`src/rtl/vec_tx_pkg.sv`:
```
// Shared constants and types for the vec_tx_32_16 vector transmitter.
// Covers the word format, the FSM state encoding and the skid entry layout.
package vec_tx_pkg;

    localparam int T       = 16;
    localparam int X_COUNT = 32;
    localparam int ADDR_X  = $clog2(X_COUNT);

    typedef logic signed [T-1:0] word_t;

    typedef enum logic [1:0] {
        LOAD  = 2'd0,
        PRIME = 2'd1,
        SEND  = 2'd2
    } state_t;

    // One buffered beat: the word plus its end-of-pass marker.
    typedef struct packed {
        logic  last;
        word_t data;
    } beat_t;

endpackage

```
`src/rtl/vec_tx_skid.sv`:
```
// Two-entry skid FIFO on the memory read path.
// It absorbs the one in-flight read when the downstream stalls.
module vec_tx_skid #(
    parameter int W = 17
) (
    input  logic         clk,
    input  logic         reset,
    input  logic         push,
    input  logic [W-1:0] push_data,
    input  logic         pop,
    output logic [W-1:0] head,
    output logic         full,
    output logic         empty
);

    logic [W-1:0] entry [2];
    logic         wr_ptr;
    logic         rd_ptr;
    logic [1:0]   count;

    // Caller guarantees no push into a full FIFO unless it pops in the same cycle.
    always_ff @(posedge clk or negedge reset) begin
        if (!reset) begin
            entry[0] <= '0;
            entry[1] <= '0;
            wr_ptr   <= 1'b0;
            rd_ptr   <= 1'b0;
            count    <= 2'd0;
        end else begin
            if (push) begin
                entry[wr_ptr] <= push_data;
                wr_ptr        <= ~wr_ptr;
            end
            if (pop) begin
                rd_ptr <= ~rd_ptr;
            end
            count <= count + 2'(push) - 2'(pop);
        end
    end

    assign head  = entry[rd_ptr];
    assign full  = (count == 2'd2);
    assign empty = (count == 2'd0);

endmodule

```
`src/rtl/vec_tx_32_16.sv`:
```
// Loads one X_COUNT-word vector, then replays it REPEAT times toward a conv x-input.
// Optional macro VEC_TX_LAST_EN adds m_last_x marking the final word of each pass.
module vec_tx_32_16
    import vec_tx_pkg::*;
#(
    parameter int REPEAT = 1,
    parameter int REP_W  = $clog2(REPEAT + 1)
) (
    input  logic  clk,
    input  logic  reset,
    input  word_t s_data_in,
    input  logic  s_valid,
    output logic  s_ready,
    output word_t m_data_out_x,
    output logic  m_valid_x,
    input  logic  m_ready_x,
`ifdef VEC_TX_LAST_EN
    output logic  m_last_x,
`endif
    output logic  busy
);

    // Valid/ready: a beat moves on a rising edge with valid & ready both high; a raised
    // valid holds itself and its data until taken, and never looks at ready to decide.

    state_t            state;
    word_t             mem [X_COUNT];
    logic [ADDR_X-1:0] waddr;
    logic [ADDR_X-1:0] raddr;
    logic [REP_W-1:0]  iss_rep;
    logic [REP_W-1:0]  out_rep;
    word_t             rd_data;
    logic              rd_vld;
    logic              rd_last;
    beat_t             head;
    logic              sk_full;
    logic              sk_empty;
    logic              load_hs;
    logic              send_hs;
    logic              issue;
    logic              issue_last;
    logic              room;

    assign load_hs    = s_valid & s_ready;
    assign m_valid_x  = ~sk_empty;
    assign send_hs    = m_valid_x & m_ready_x;
    assign issue_last = (raddr == ADDR_X'(X_COUNT - 1));

    // A new read may issue only if the skid can still take it one cycle after rd_vld lands.
    assign room = sk_empty
                | (~sk_full & (~rd_vld | send_hs))
                | (sk_full & send_hs & ~rd_vld);

    always_comb begin
        issue = 1'b0;
        case (state)
            PRIME:   issue = 1'b1;
            SEND:    issue = room & (iss_rep != REP_W'(REPEAT));
            default: issue = 1'b0;
        endcase
    end

    always_ff @(posedge clk) begin
        if (load_hs) begin
            mem[waddr] <= s_data_in;
        end
        if (issue) begin
            rd_data <= mem[raddr];
        end
    end

    always_ff @(posedge clk or negedge reset) begin
        if (!reset) begin
            state   <= LOAD;
            s_ready <= 1'b1;
            busy    <= 1'b0;
            waddr   <= '0;
            raddr   <= '0;
            iss_rep <= '0;
            out_rep <= '0;
            rd_vld  <= 1'b0;
            rd_last <= 1'b0;
        end else begin
            rd_vld  <= issue;
            rd_last <= issue & issue_last;
            if (issue) begin
                raddr <= issue_last ? '0 : raddr + 1'b1;
                if (issue_last) begin
                    iss_rep <= iss_rep + 1'b1;
                end
            end
            case (state)
                LOAD: begin
                    if (load_hs) begin
                        busy <= 1'b1;
                        if (waddr == ADDR_X'(X_COUNT - 1)) begin
                            waddr   <= '0;
                            state   <= PRIME;
                            s_ready <= 1'b0;
                        end else begin
                            waddr <= waddr + 1'b1;
                        end
                    end
                end
                PRIME: begin
                    state <= SEND;
                end
                SEND: begin
                    // Every read has been issued by the time the last beat of the last pass leaves.
                    if (send_hs && head.last) begin
                        if (out_rep == REP_W'(REPEAT - 1)) begin
                            state   <= LOAD;
                            s_ready <= 1'b1;
                            busy    <= 1'b0;
                            out_rep <= '0;
                            iss_rep <= '0;
                            raddr   <= '0;
                        end else begin
                            out_rep <= out_rep + 1'b1;
                        end
                    end
                end
                default: begin
                    state <= LOAD;
                end
            endcase
        end
    end

    vec_tx_skid #(
        .W($bits(beat_t))
    ) u_skid (
        .clk       (clk),
        .reset     (reset),
        .push      (rd_vld),
        .push_data ({rd_last, rd_data}),
        .pop       (send_hs),
        .head      (head),
        .full      (sk_full),
        .empty     (sk_empty)
    );

    assign m_data_out_x = sk_empty ? '0 : head.data;

`ifdef VEC_TX_LAST_EN
    assign m_last_x = ~sk_empty & head.last;
`endif

endmodule

```
`config.mk`:
```
export PLATFORM = sky130hd
export DESIGN_NAME = vec_tx_32_16
export DESIGN_NICKNAME = d
export VERILOG_FILES = /design/src/rtl/vec_tx_pkg.sv /design/src/rtl/vec_tx_skid.sv /design/src/rtl/vec_tx_32_16.sv
export SDC_FILE = /design/constraint.sdc
export NUM_CORES = 1
export LEC_CHECK = 0
export CAP_MARGIN = 40
export CELL_PAD_IN_SITES_DETAIL_PLACEMENT = 0
export CELL_PAD_IN_SITES_GLOBAL_PLACEMENT = 1
export CORE_MARGIN = 2
export CORE_UTILIZATION = 54
export CTS_CLUSTER_DIAMETER = 120
export DETAILED_ROUTE_END_ITERATION = 8
export PLACE_DENSITY = 0.76
export SKIP_CTS_REPAIR_TIMING = 1
export SLEW_MARGIN = 30
export SYNTH_ARGS = -nofsm -noshare
export SYNTH_HDL_FRONTEND = slang
export SYNTH_HIERARCHICAL = 1
export SYNTH_SLANG_ARGS = --single-unit
```
`constraint.sdc`:
```
create_clock -name clk -period 2.75 [get_ports clk]
set_clock_uncertainty 0.05 [all_clocks]
set_input_delay 0.55 -clock clk [delete_from_list [all_inputs] [get_ports clk]]
set_output_delay 0.55 -clock clk [all_outputs]
set_load 0.01 [all_outputs]
```
== Word level (Yosys, flattened, before mapping) ==
Memories as Yosys holds them, arrays and structs flattened. A register that Yosys moved wholly into a read port is not among the register bits.
Index checks and enable logic that the tools add are counted.

* Bits in registers: 56
* Bits in writable memories: 512
* Bits of input ports: 20
* Output and inout bits: 19
* Word-level logic and storage cells: 97
* Memories: 1

{| class="wikitable"
|+ Memories
! memory !! words !! width !! rd ports !! clocked after memory_dff !! write ports !! RTL line !! text
|-
| mem || 32 || 16 || 1 || 1 || 1 || vec_tx_32_16.sv:27 || <nowiki>word_t mem [X_COUNT];</nowiki>
|}

* Add/subtract/negate cells: 6
* Magnitude comparators: 3
* Equality and inequality tests: 9
* Multiplexer cells: 36
* Bitwise gates (word level): 18
* Reduce and logical (&&, ||, !) cells: 10

{| class="wikitable"
|+ Operators with widths
! operator !! number
|-
| $mux 17 || 4
|-
| $bwmux 34 || 1
|-
| $mux 5 || 6
|-
| $demux 17 s1 || 1
|-
| $mux 16 || 1
|-
| $mux 1 || 15
|-
| $add 5x1->5 const B || 2
|-
| $eq 5x5->1 const B || 2
|-
| $mux 2 || 4
|-
| $ne 2x2->1 const B || 4
|-
| $reduce_and 4->1 || 2
|-
| $and 1x1->1 || 7
|-
| $not 1->1 || 6
|-
| $pmux 1 s2 || 3
|-
| $pmux 2 s3 || 1
|-
| $reduce_and 5->1 || 1
|-
| $eq 2x2->1 const B || 2
|-
| $ge 2x2->1 const B || 2
|-
| $logic_not 2->1 || 2
|-
| $not 1->2 || 2
|-
| $reduce_and 2->1 || 2
|-
| $or 1x1->1 || 3
|-
| $add 1x1->1 const B || 2
|-
| $add 2x1->2 || 1
|-
| other kinds (5) || 6
|}

== Logic depth before layout (Yosys ltp) ==
* Word-level depth: 13
* Mapped depth: 8
* Gate-level depth less buffers: 7

== Cells and area by module ==
Netlist, hierarchy kept.

{| class="wikitable"
|+ By module, submodules not included
! module !! instances !! cells an instance !! area each (um^2) !! seq. area each (um^2)
|-
| vec_tx_32_16 || 1 || 1,209 || 21,657.0 || 16,281.9
|-
| vec_tx_skid || 1 || 106 || 1,707.9 || 950.9
|}

== Least setup slack after synthesis ==
OpenSTA, ideal clock, no wires.

* Path kind: reg2reg
* Start: register s_ready
* End: memory mem[29][0] (netlist bit) (enable)
* Library setup time: 388 ps
* Arrival time: 1,835 ps
* Data required time: 2,312 ps
* Slack: 476 ps
* Stages on the path, launching flop included: 5
* Path buffers: 1
* Period minus slack after synthesis: 2,274 ps
* Path through: dfstp_2 > and2_1 > clkbuf_1 > nand2_1 > nor2_1

* Longest elaborated chain between the ends: 3

{| class="wikitable"
|+ Ends and longest elaborated chain
! item !! RTL line !! text
|-
| start: declaration || vec_tx_32_16.sv:13 || <nowiki>output logic s_ready,</nowiki>
|-
| start signal: assignment || vec_tx_32_16.sv:75 || <nowiki>s_ready <= 1'b1;</nowiki>
|-
| start signal: assignment || vec_tx_32_16.sv:99 || <nowiki>s_ready <= 1'b0;</nowiki>
|-
| start signal: assignment || vec_tx_32_16.sv:113 || <nowiki>s_ready <= 1'b1;</nowiki>
|-
| $and 1x1->1 || vec_tx_32_16.sv:44 || <nowiki>assign load_hs = s_valid & s_ready;</nowiki>
|-
| $mux 1 || vec_tx_32_16.sv:64 || <nowiki>if (load_hs) begin</nowiki>
|-
| $mux 1 (not written as such) || vec_tx_32_16.sv:65 || <nowiki>mem[waddr] <= s_data_in;</nowiki>
|-
| end: declaration || vec_tx_32_16.sv:27 ||
|}

No other way between the ends.

==> results.toml <==
[sta]
tns_ns = 0
drv_slew = 0
setup_viol = 0
tightest_slew_ns = 0.805
slew-limit-headroom = 0.464
rsz0062_at_grt = "false"
fin_crit_ns = 2.68
whs_ns = 0.342
min_period_over_period = 0.975
hold_viol = 0
fmax_mhz = 373

[global_routing]
grt_max_degree = 55
grt_usage = 0.256
grt_first_pass_wirelength_mm = 81.7
grt_pass1_vias = 12200
grt_antenna_before_repair = 0
grt_overflow = 0

[logic_synthesis]
ys_types = 51
syn_area_per_cell_sq_um = 17.8
yosys-top-cells-count = "edfxtp_1 (528), mux2i_1 (259), a22oi_1 (125), nor2_1 (57), dfrtp_1 (54)"
synth_edf_count = 528
synth_fp_nets = 1347
synth.area.top_cells = "edfxtp_1 (68%), mux2i_1 (11%), dfrtp_1 (5.8%)"
netlist_area_sq_mm = 0.0234
ys_seq_area_frac = 0.738
synth_top_area_cell = "edfxtp_1"
syn_inst = 1315
ys.flop_type = "edfxtp_1"
postSynth.asyncResetShare = 0.0943
ys_ff_latch = 583
synth.top_cell.area_share = 0.679
synth_most_common_cell = "edfxtp_1"
ys.warnings.count = 6

[worst_setup_path]
cp.arrival_ns = 2.08
critical_path.max_stage_delay_ns = 0.48
crit_type = "flop to output port"
crit_required_ns = 2.15
path_cells = "buf_12 > mux2_2 > nor2b_1 > clkdlybuf4s50_1"
worstPathMaxFanout = 18
cpMaxStageDelayCell = "clkdlybuf4s50_1"
end_kind = "output port"
critPathLaunchType = "flop"

[floorplan]
io_pins = 39
die_h_microns = 212
num_rows = 76
core-area_sq_mm = 0.0429
die_x_microns = 212
start_util = 0.545
dieArea_sq_mm = 0.0449

[cts]
cts_tree = "done"
cts_sinks = 583
cts_max_level = 2
cts_max_path_buffers = 3
cts-root-buf = "clkbuf_16"
clk_pin_slew_worst_paths_ns = 0.06
clk_latency_ns = 0.60
cts_buffers = 57

[job]
cap_viol_max_count = 0

[cells_and_area]
final_nets = 1469
areaGrowthSynthToFinish_pct = 14.2
fin_util = 0.622
diodes = 0
drive_gt1_frac = 0.171

[route]
drc = 0
drtAntennaViolNets = 0
drt-initial-drc-count = 1480
avgRoutedWirePerCell_microns = 27.3
met1Wirelength_mm = 24.2
met2_length_mm = 25.1
top_layer = "met4"
vias = 12500
firstDrtPassIters = 5
viasPerCell = 6.04
wl_met3_mm = 5.57
drt-total-wl_mm = 56.5

[place]
io_buffers = 38
globalplace.congestion = 0.855
dpl.hpwl_mm = 35.1

[power_and_ir_drop]
p_leak_nw = 8.76
power.total_mw = 17.8
power_density_mw_per_mm2 = 667
ir_drop_uv = 475

[worst_hold_path]
hold_class = "primary input to async pin"

[outcome]
status = "finished, final reports clean"
-- through the flow --
| stage | instances | setup WS, ns | area, sq um |
|---|---|---|---|
| 3_3_place_gp | 1960 | 0.243 | 24800 |
| 3_5_place_dp | 1961 | 0.231 | 24800 |
| 6_report | 2067 | 0.0677 | 26700 |
| 4_1_cts | 2065 | -0.0874 | 26600 |
| 2_1_floorplan | 1315 | 0.476 | 23400 |
| 5_1_grt | 2067 | 0.00181 | 26700 |
-- power breakdown --
part	internal [mW]	switching (mW)	leakage, nW
clock network	4.36	3.24	0.884
logic	0.164	0.343	2.38
registers	9.68	0.0192	5.49
total	14.2	3.60	8.76
-- per-layer routing --
layer  global-route usage  up-vias
met5                    0        -
met4               0.0809        0
met3               0.0508       75
met2                0.372      632
met1                0.391     6327
li1                     -     5461
-- worst paths after layout --
path,startpoint,endpoint,slack (ns),depth (start not counted)
max,u_skid/rd_ptr$_DFFE_PN0P_,m_data_out_x[2],0.07,4
min,reset,u_skid/entry[29]$_DFFE_PN0P_,0.34,2
max reg2reg,raddr[1]$_DFF_PN0_,rd_data[13]$_DFFE_PN_,0.16,5
min reg2reg,rd_last$_DFF_PN0_,u_skid/entry[16]$_DFFE_PN0P_,0.45,1
max in group asynchronous,reset,raddr[0]$_DFF_PN0_,1.63,4
min in group clk,rd_last$_DFF_PN0_,u_skid/entry[16]$_DFFE_PN0P_,0.45,1
-- kinds of logic after synthesis --
kind of cell	count (synthesis)	synth area share
flops	583	0.738
mux	313	0.139
simple gates	171	0.0439
compound gates	152	0.0483
buf+inv	80	0.0237
fa+ha+maj	12	0.00643
xor+xnor	4	0.00150
-- cells in the final DEF (no fill, tap or decap), types with 12 or more instances in the layout --
cell type        synthesis  final
nand4_1                 33     33
nor2b_1                 22     21
clkdlybuf4s50_1          0     22
edfxtp_1               528    528
clkinv_2                 0     12
clkbuf_16                0     57
nand2_1                 17     17
a22oi_1                125    125
mux2_2                  44     44
mux2i_1                259    259
dlymetal6s2s_1           0     15
clkinv_1                 0     12
nor2_1                  57     57
buf_4                   28     87
ha_1                    12     12
dfrtp_1                 54     53
-- critical path, delay by kind of cell (launching register included) --
| kind | cells | cell delay, ns |
|---|---|---|
| AND/OR/NAND/NOR | 1 | 0.12 |
| flip-flops | 1 | 0.37 |
| buffers and inverters | 2 | 0.65 |
| multiplexers | 1 | 0.33 |
-- registers in the layout, indices dropped and copies added (netlist names) --
| register | count |
|---|---|
| waddr | 5 |
| rd_last | 1 |
| u_skid/entry | 34 |
| iss_rep | 1 |
| u_skid/count | 2 |
| raddr | 5 |
| s_ready | 1 |
| mem | 512 |
| busy | 1 |
| u_skid/rd_ptr | 1 |
| state | 2 |
| rd_data | 16 |
| rd_vld | 1 |
| u_skid/wr_ptr | 1 |
-- final cells by class --
cell class | count | area, sq um
timing repair buffer | 136 | 1280
tap | 585 | 732
fill | 3077 | 16200
inverter | 7 | 26.3
sequential | 583 | 17200
multi-input combinational | 652 | 5620
clock inverter | 36 | 335
clock buffer | 68 | 1470
(Power assumes the default switching activity.)
